===== src/rtl/siso_shift_reg_if.sv =====
// Serial bit-stream interface for siso_shift_reg.
// The taps bus is present only when SISO_TAPS_EN is defined.
interface siso_shift_reg_if #(
    parameter int DEPTH = 4
);
    logic in;
    logic shift;
    logic out;
    logic primed;
`ifdef SISO_TAPS_EN
    logic [DEPTH-1:0] taps;

    modport master (output in, output shift, input out, input primed, input taps);
    modport slave  (input in, input shift, output out, output primed, output taps);
`else
    modport master (output in, output shift, input out, input primed);
    modport slave  (input in, input shift, output out, output primed);
`endif
endinterface


===== src/rtl/siso_shift_reg.sv =====
// Serial-in/serial-out bit-delay line of DEPTH enabled stages with a primed flag.
// Optional feature macro: SISO_TAPS_EN exposes the full register as bus.taps.
module siso_shift_reg #(
    parameter int DEPTH = 4
) (
    input  logic             clk,
    input  logic             rst,
    siso_shift_reg_if.slave  bus
);
    localparam int            CW   = $clog2(DEPTH + 1);
    localparam logic [CW-1:0] FULL = CW'(DEPTH);

    if ((DEPTH < 1) || (DEPTH > 64)) begin : g_depth_check
        $error("siso_shift_reg: DEPTH out of range 1..64");
    end

    logic [DEPTH-1:0] sr_r;
    logic [DEPTH-1:0] sr_next_s;
    logic [CW-1:0]    count_r;
    logic [CW-1:0]    count_next_s;
    logic             primed_r;

    // The fill counter stops at DEPTH so primed can never drop back before reset.
    function automatic logic [CW-1:0] sat_inc(input logic [CW-1:0] c);
        if (c == FULL) begin
            return c;
        end else begin
            return c + CW'(1);
        end
    endfunction

    // Next-state for the stage chain and fill counter on an enabled edge.
    always_comb begin
        sr_next_s    = sr_r;
        count_next_s = count_r;
        if (bus.shift) begin
            sr_next_s[0] = bus.in;
            for (int i = 1; i < DEPTH; i++) begin
                sr_next_s[i] = sr_r[i-1];
            end
            count_next_s = sat_inc(count_r);
        end else begin
            sr_next_s    = sr_r;
            count_next_s = count_r;
        end
    end

    // State registers; primed is registered from the next count so it aligns with out.
    always_ff @(posedge clk) begin
        if (rst) begin
            sr_r     <= {DEPTH{1'b0}};
            count_r  <= {CW{1'b0}};
            primed_r <= 1'b0;
        end else begin
            sr_r     <= sr_next_s;
            count_r  <= count_next_s;
            primed_r <= (count_next_s == FULL);
        end
    end

    assign bus.out    = sr_r[DEPTH-1];
    assign bus.primed = primed_r;
`ifdef SISO_TAPS_EN
    assign bus.taps   = sr_r;
`endif

endmodule


===== src/flat_wrapper.sv =====
// flat-port wrapper written by rule: the top's interface ports become plain ports
module siso_shift_reg_flat 
#(
    parameter int DEPTH = 4
)
  (clk, rst, bus_in, bus_shift, bus_out, bus_primed);
  siso_shift_reg_if #(.DEPTH(DEPTH)) bus_i ();
  input  logic clk;
  input  logic rst;
  input wire logic [$bits(bus_i.in)-1:0] bus_in;
  input wire logic [$bits(bus_i.shift)-1:0] bus_shift;
  output wire logic [$bits(bus_i.out)-1:0] bus_out;
  output wire logic [$bits(bus_i.primed)-1:0] bus_primed;
  assign bus_i.in = bus_in;
  assign bus_i.shift = bus_shift;
  assign bus_out = bus_i.out;
  assign bus_primed = bus_i.primed;
  siso_shift_reg #(.DEPTH(DEPTH)) u_core (.clk(clk), .rst(rst), .bus(bus_i));
endmodule

===== config.mk =====
export PLATFORM = sky130hd
export DESIGN_NAME = siso_shift_reg_flat
export DESIGN_NICKNAME = d
export VERILOG_FILES = /design/src/rtl/siso_shift_reg_if.sv /design/src/rtl/siso_shift_reg.sv /design/src/flat_wrapper.sv
export SDC_FILE = /design/constraint.sdc
export NUM_CORES = 1
export LEC_CHECK = 0
export CAP_MARGIN = 20
export CORE_AREA = 2 2 39 41
export CTS_CLUSTER_DIAMETER = 100
export CTS_CLUSTER_SIZE = 30
export DETAILED_ROUTE_END_ITERATION = 16
export DIE_AREA = 0 0 41 43
export PLACE_DENSITY = 0.54
export SKIP_LAST_GASP = 1
export SYNTH_ARGS = -nofsm -noshare
export SYNTH_HDL_FRONTEND = slang
export SYNTH_SLANG_ARGS = --single-unit

===== constraint.sdc =====
create_clock -name clk -period 2 [get_ports clk]
set_clock_uncertainty 0.15 [all_clocks]
set_input_delay 0.2 -clock clk [delete_from_list [all_inputs] [get_ports clk]]
set_output_delay 0.2 -clock clk [all_outputs]
set_load 0.05 [all_outputs]

Word level (Yosys, flattened, before mapping)
Cells that the tools add are included.

storage, ports and cells
  flip-flop bits (word level) = 8
  logic and storage cells = 8
  input port bits = 4
  output and inout port bits = 2

operators by class
  equal/unequal tests = 2
  $add $sub $neg = 1
  muxes and demuxes = 2

operator list
  kind                   count
  $eq A3 B3 Y1 const B   2
  $mux W3                2
  $add A3 B1 Y3 const B  1

Depth between registers and ports, before layout
Gate-level depths: netlist of the first run.

  depth after elaboration = 4
  gate-level depth with buffers = 5
  gate-level depth less buffers = 5

Least setup slack after synthesis of the first run
OpenSTA, ideal clock, no wires.

  kind = register to register
  from = register u_core.count_r[0]
  to = register u_core.primed_r (netlist: u_core.bus.primed)
  library setup time = 0.058 ns
  buffers on the path = 0
  arrival time = 1.153 ns
  clock period less this slack = 1.361 ns
  required time = 1.792 ns
  slack = 0.639 ns
  stages on the path, launching flop included = 6
  cell sequence = dfxtp_1 inv_1 ha_1 or2b_1 a21oi_1 o21a_1

between the ends
  longest elaborated chain between the ends = 4
  elaborated cells on any way between the ends = 5
  those cells by class = add/sub: 1; eq/ne: 2; mux: 2

RTL lines
  what                                                  line                                        RTL
  start: declaration                                    siso_shift_reg.sv:19                        logic [CW-1:0] count_r;
  start signal: assignment                              siso_shift_reg.sv:52                        count_r <= {CW{1'b0}};
  start signal: assignment                              siso_shift_reg.sv:56                        count_r <= count_next_s;
  $add A3 B1 Y3 / $eq A3 B3 Y1 (equally long branches)  siso_shift_reg.sv:28, siso_shift_reg.sv:25
  $mux W3                                               siso_shift_reg.sv:25                        if (c == FULL) begin
  $mux W3 *                                             siso_shift_reg.sv:36                        if (bus.shift) begin
  $eq A3 B3 Y1 *                                        siso_shift_reg.sv:57                        primed_r <= (count_next_s == FULL);
  end signal: assignment                                siso_shift_reg.sv:57
  end: declaration                                      siso_shift_reg.sv:21                        logic primed_r;

Every way passes the cells marked *; elsewhere a longest branch is shown, timed or not.
A chain may end at the register's enable or synchronous reset.

Worst setup path in the final report of the first run
  from = register u_core.sr_r[3]
  to = output port bus_out

RTL lines
  what                      line                  RTL
  start: declaration        siso_shift_reg.sv:17  logic [DEPTH-1:0] sr_r;
  start signal: assignment  siso_shift_reg.sv:51  sr_r <= {DEPTH{1'b0}};
  start signal: assignment  siso_shift_reg.sv:55  sr_r <= sr_next_s;
  end: declaration          flat_wrapper.sv:12    output wire logic [$bits(bus_i.out)-1:0] bus_out;

No word-level cell between the ends.

==> impl_metrics.tcl, run 1 <==
set metrics [dict create \
    synth_top_cell_by_area "dfxtp_1" \
    top_level_ports 6 \
    n_antenna_cell 0 \
    root_buffer "clkbuf_4" \
    crit_chain "clkdlybuf4s50_1" \
    setup_violations 0 \
    rsz0062_at_grt "no" \
    yosysSeqAreaShare 0.4444 \
    syn_avg_cell_area_um2 10.30 \
    worst-slew-pin-transition_ps 490.2 \
    core_region_area_um2 1384 \
    clock_sinks 8 \
    synth_top_area_share 0.4444 \
    synth_fa_ha_area_frac 0.06944 \
    fmax_mhz 582.0 \
    via_per_inst 4.169 \
    finalCritPeriodShare 0.8591 \
    wl_per_cell_um 9.305 \
    highest_layer "met3" \
    arrival_ps 1370 \
    num_vias 246 \
    fin_tns_setup_ps 0 \
    synth_simple_gate_area_share 0.1736 \
    path_clk_slew_ps 50 \
    worstSetupStartpointType "flip-flop" \
    leakage_nw 0.1918 \
    htree_levels 1 \
    placed_cell_area_um2 426.7 \
    grt_pass1_wl_um 890 \
    synthXorXnorAreaFrac 0.02431 \
    cp_max_fo 2 \
    die_w_um 41 \
    relSlewSlack 0.6721 \
    worst_hold_slack_ps 343.5 \
    ant_nets 0 \
    maxSlewViolCount 0 \
    synth_ff_type "dfxtp_1" \
    synth.distinct_cells 16 \
    status "finished clean" \
    synth_most_common_cell "dfxtp_1" \
    synthTopCellsByArea "dfxtp_1 (44%), mux2i_1 (14%), ha_1 (6.9%)" \
    hold_buffers 0 \
    syn_inst 35 \
    synth.area.mux_share 0.1389 \
    grt_pass1_vias 223 \
    finalNonFillerCells 59 \
    numCtsBuffers 3 \
    drt_iter0_markers 3 \
    grtUsageTotal 0.08359 \
    cts_tree "built" \
    die_area_um2 1763 \
    place_inst 56 \
    num-fill-cells 151 \
    cts_resized 0 \
    cp.required_ps 1650 \
    wl_met3_um 36 \
    wl_met2_um 282 \
    grt_max_degree 8 \
    grt_overflow 0 \
    cpPeakStageDelay_ps 800 \
    clock_latency_ps 250 \
    drv_cap 0 \
    routedLengthMet1_um 229 \
    fin_crit_ps 1718 \
    pwr_density_cell_nw_per_um2 751.2 \
    synth-seq-cells 8 \
    gp_congestion 0.6254 \
    synth_top_family_by_area "simple AND/OR/NAND/NOR gates" \
    synth_compound_area_frac 0.09722 \
    area_delta_synth_final_pct 24.65 \
    layout-drive-gt1-share 0.1395 \
    yosysWarnings 0 \
    drc 0 \
    postRouteWirelength_um 549 \
    critPathKind "reg -> out" \
    ys_top_cells_by_count "dfxtp_1 (8), nor2_1 (6), mux2i_1 (5)" \
    cts.path.max_buffers 2 \
    fin_nets 51 \
    initial_core_util 0.2604 \
    hold_viol 0 \
    syn-cell-area_um2 360.3 \
    dp_slack_ps 533.1 \
    post-cts-setup-buffers 0 \
    die_h_um 43 \
    io_buffers 5 \
    synth_fp_nets 41 \
    final_core_util 0.3246 \
    critPathSlowestCell "clkdlybuf4s50_1" \
    antenna_found_initial 0 \
    vdd_drop_max_v 0.0003483 \
    design_area_um2 449.2 \
    total_power_mw 0.3374 \
    crit_buf_inv 1 \
    crit_family "buffers and inverters" \
    rows 14 \
    setup_ws_ps 281.8 \
    async_flop_share 0 \
    drtPass1Iterations 3 \
    cp-end-kind "output port" \
    hp-class "reg -> reg" \
    synth_edf_count 0 \
]
## flip-flops by register name (all words and copies together), names as in the netlist
name / cells
u_core.bus.primed: 1
u_core.sr_r: 4
u_core.count_r: 3
## placed cells by master, fill, tap and decap left out
cell,n
o21a_1,1
a21boi_0,1
ha_1,2
and4b_1,1
nor3_1,1
clkbuf_4,3
nand3b_1,1
nor3_2,1
dfxtp_1,8
inv_1,2
or2b_1,1
buf_4,1
mux2i_1,5
xnor2_1,1
a21bo_2,1
clkdlybuf4s50_1,5
a21oi_1,2
nor2_1,6
## worst paths after layout
kind | startpoint | to | slack, ps | cells after the start
worst max register to register | u_core.count_r[0] | u_core.bus.primed | 530 | 5
worst max-delay path | u_core.sr_r[3] | bus_out | 280 | 1
worst min register to register | u_core.sr_r[2] | u_core.sr_r[3] | 340 | 2
worst min-delay path | u_core.sr_r[2] | u_core.sr_r[3] | 340 | 2
## cell type report
type                            instances  area [µm²]  share of cell area
Tap cell                               16       20.02             0.04457
Sequential cell                         8       160.2              0.3565
Multi-Input combinational cell         24       181.4              0.4039
Clock buffer                            3       22.52             0.05014
Inverter                                2       7.507             0.01671
Timing Repair Buffer                    6       57.56              0.1281
## layer usage
| metal | track usage | vias to the layer above |
|---|---|---|
| met5 | 0 | - |
| met1 | 0.08442 | 106 |
| met4 | 0.04000 | 0 |
| met3 | 0.07853 | 0 |
| li1 | - | 135 |
| met2 | 0.1125 | 5 |
## where the power goes
group          switching (mW)  internal [mW]  total (mW)
registers             0.00669          0.167       0.174
clock network          0.0497         0.0683       0.118
logic                  0.0202         0.0256      0.0458
## cell families (layout without fill, tap and decap cells)
| kind of cell | after synthesis | count (layout) |
|---|---|---|
| buffers and inverters | 3 | 11 |
| AO/OA/AOI/OAI | 5 | 5 |
| AND/OR/NAND/NOR | 11 | 11 |
| multiplexers | 5 | 5 |
| flip-flops | 8 | 8 |
| adder cells (fa/ha/maj) | 2 | 2 |
| XOR/XNOR | 1 | 1 |
No activity file was read; power rests on OpenSTA's default activity.
==> run 2, diff against run 1 <==
PLACE_DENSITY = default   (was 0.54)
PLACE_DENSITY_LB_ADDON = 0.25   (was default)
==> run 2 against run 1 <==
  * First-iteration DRC count is 67% higher
  * Final area down 1.7%
  * Register-to-register slack about the same
  * Cell count is 1.7% lower
  * Non-clock buffer count shrank 1
  * Clock-buffer cell count unchanged
  * Global-route usage up 1.7 points
  * Die area stayed put
  * Critical path depth unchanged
  * Critical endpoint unchanged
==> impl_metrics.tcl, run 2 (synthesis results as in run 1) <==
set metrics [dict create \
    status "finished clean" \
    num-fill-cells 147 \
    finalNonFillerCells 58 \
    layout_common_cells "dfxtp_1 (8), nor2_1 (6), mux2i_1 (5), clkdlybuf4s50_1 (5), clkbuf_4 (3)" \
    holdPathStages 2 \
    grt_overflow 0 \
    die_w_um 41 \
    critPathSlowestCell "clkdlybuf4s50_1" \
    arrival_ps 1380 \
    hold_buffers 0 \
    layout-drive-gt1-share 0.1190 \
    htree_levels 1 \
    cts_resized 0 \
    setup_ws_ps 266.5 \
    fin_nets 50 \
    clock_latency_ps 250 \
    grt_max_degree 11 \
    pwr_density_cell_nw_per_um2 774.1 \
    n_antenna_cell 0 \
    cp-end-kind "output port" \
    die_h_um 43 \
    multi_input_area_um2 181.4 \
    antenna_found_initial 0 \
    crit_chain "clkdlybuf4s50_1" \
    cts_tree "built" \
    num_vias 271 \
    regMostFlops "u_core.sr_r" \
    fin_tns_setup_ps 0 \
    relSlewSlack 0.6673 \
    drt_iter0_markers 5 \
    timing.rr.end "u_core.bus.primed" \
    initial_core_util 0.2604 \
    hold_end "u_core.sr_r[1]" \
    drc 0 \
    hold_viol 0 \
    crit_buf_inv 1 \
    maxSlewViolCount 0 \
    grt_pass1_wl_um 1048 \
    worstSetupStartpointType "flip-flop" \
    leakage_nw 0.1870 \
    postRouteWirelength_um 626 \
    drv_cap 0 \
    fmax_mhz 576.9 \
    via_per_inst 4.672 \
    worst-slew-pin-transition_ps 497.5 \
    core_region_area_um2 1384 \
    grt_pass1_vias 259 \
    critPathKind "reg -> out" \
    cp.required_ps 1650 \
    largest_reg_flops 4 \
    cp_max_fo 2 \
    ff_latch_area_um2 160.2 \
    hpwl_um 467.5 \
    place_inst 55 \
    setup_violations 0 \
    r2r_cells 5 \
    drtPass1Iterations 4 \
    gp_congestion 0.6580 \
    path_clk_slew_ps 50 \
    numCtsBuffers 3 \
    r2r_start "u_core.count_r[0]" \
    clock_sinks 8 \
    crit_family "buffers and inverters" \
    cp.depth 1 \
    top_level_ports 6 \
    finalCritPeriodShare 0.8667 \
    die_area_um2 1763 \
    fin_crit_ps 1733 \
    final_common_cell "dfxtp_1" \
    grtUsageTotal 0.1007 \
    dp_slack_ps 305.0 \
    rows 14 \
    ant_nets 0 \
    hp-class "reg -> reg" \
    post-cts-setup-buffers 0 \
    vdd_drop_max_v 0.0004534 \
    cts.path.max_buffers 2 \
    io_buffers 5 \
    r2r_setup_slack_ps 540 \
    wl_per_cell_um 10.79 \
    rsz0062_at_grt "no" \
    cpPeakStageDelay_ps 810 \
    root_buffer "clkbuf_4" \
    hp-start "u_core.sr_r[1]" \
    area_delta_synth_final_pct 22.57 \
]
-- run 2: area by class of cell --
| type | instances | share of cell area |
|---|---|---|
| clock buffers | 3 | 0.05099 |
| inverters | 2 | 0.01700 |
| multi-input cells | 24 | 0.4108 |
| flip-flops and latches | 8 | 0.3626 |
| well taps | 16 | 0.04533 |
| repair buffers | 5 | 0.1133 |
-- run 2: worst max path at each step --
stage / start / to / slack (ps)
after detailed placement: bus_shift / u_core.count_r[0] / 300
final: u_core.sr_r[3] / bus_out / 270
after floorplan: u_core.count_r[0] / u_core.bus.primed / 640
after global placement: bus_shift / u_core.count_r[0] / 350
after CTS: u_core.sr_r[3] / bus_out / 250
after global routing: u_core.sr_r[3] / bus_out / 210
-- run 2: where the power goes --
part	internal (mW)	leakage, nW	switching (mW)
Combinational	0.0247	0.108	0.0213
Clock	0.0685	0.0138	0.0531
Sequential	0.167	0.0652	0.00738
Total	0.260	0.187	0.0818
-- run 2: metrics by stage --
step / utilization / hold slack (ps) / total power, mW / cell area, µm²
5_1_grt: 0.3192 / 396.2 / 0.3626 / 441.7
2_1_floorplan: - / 122.4 / 0.2097 / 360.3
4_1_cts: 0.3192 / 362.5 / 0.3479 / 441.7
6_report: 0.3192 / 353.2 / 0.3419 / 441.7
3_3_place_gp: 0.3029 / 321.4 / 0.2188 / 419.2
3_5_place_dp: 0.3029 / 350.5 / 0.2240 / 419.2
-- run 2: metal layers --
metal | vias up | GRT usage | wire length, µm
met2 | 6 | 0.1250 | 326
li1 | 135 | - | -
met1 | 128 | 0.09740 | 262
met4 | 0 | 0.1400 | 19
met5 | - | 0 | 0
met3 | 2 | 0.04712 | 19
-- run 2: worst min-delay path, stage by stage (launching register included) --
cell	delay [ps]
dfxtp_1	320
mux2i_1	70
nor2_1	80
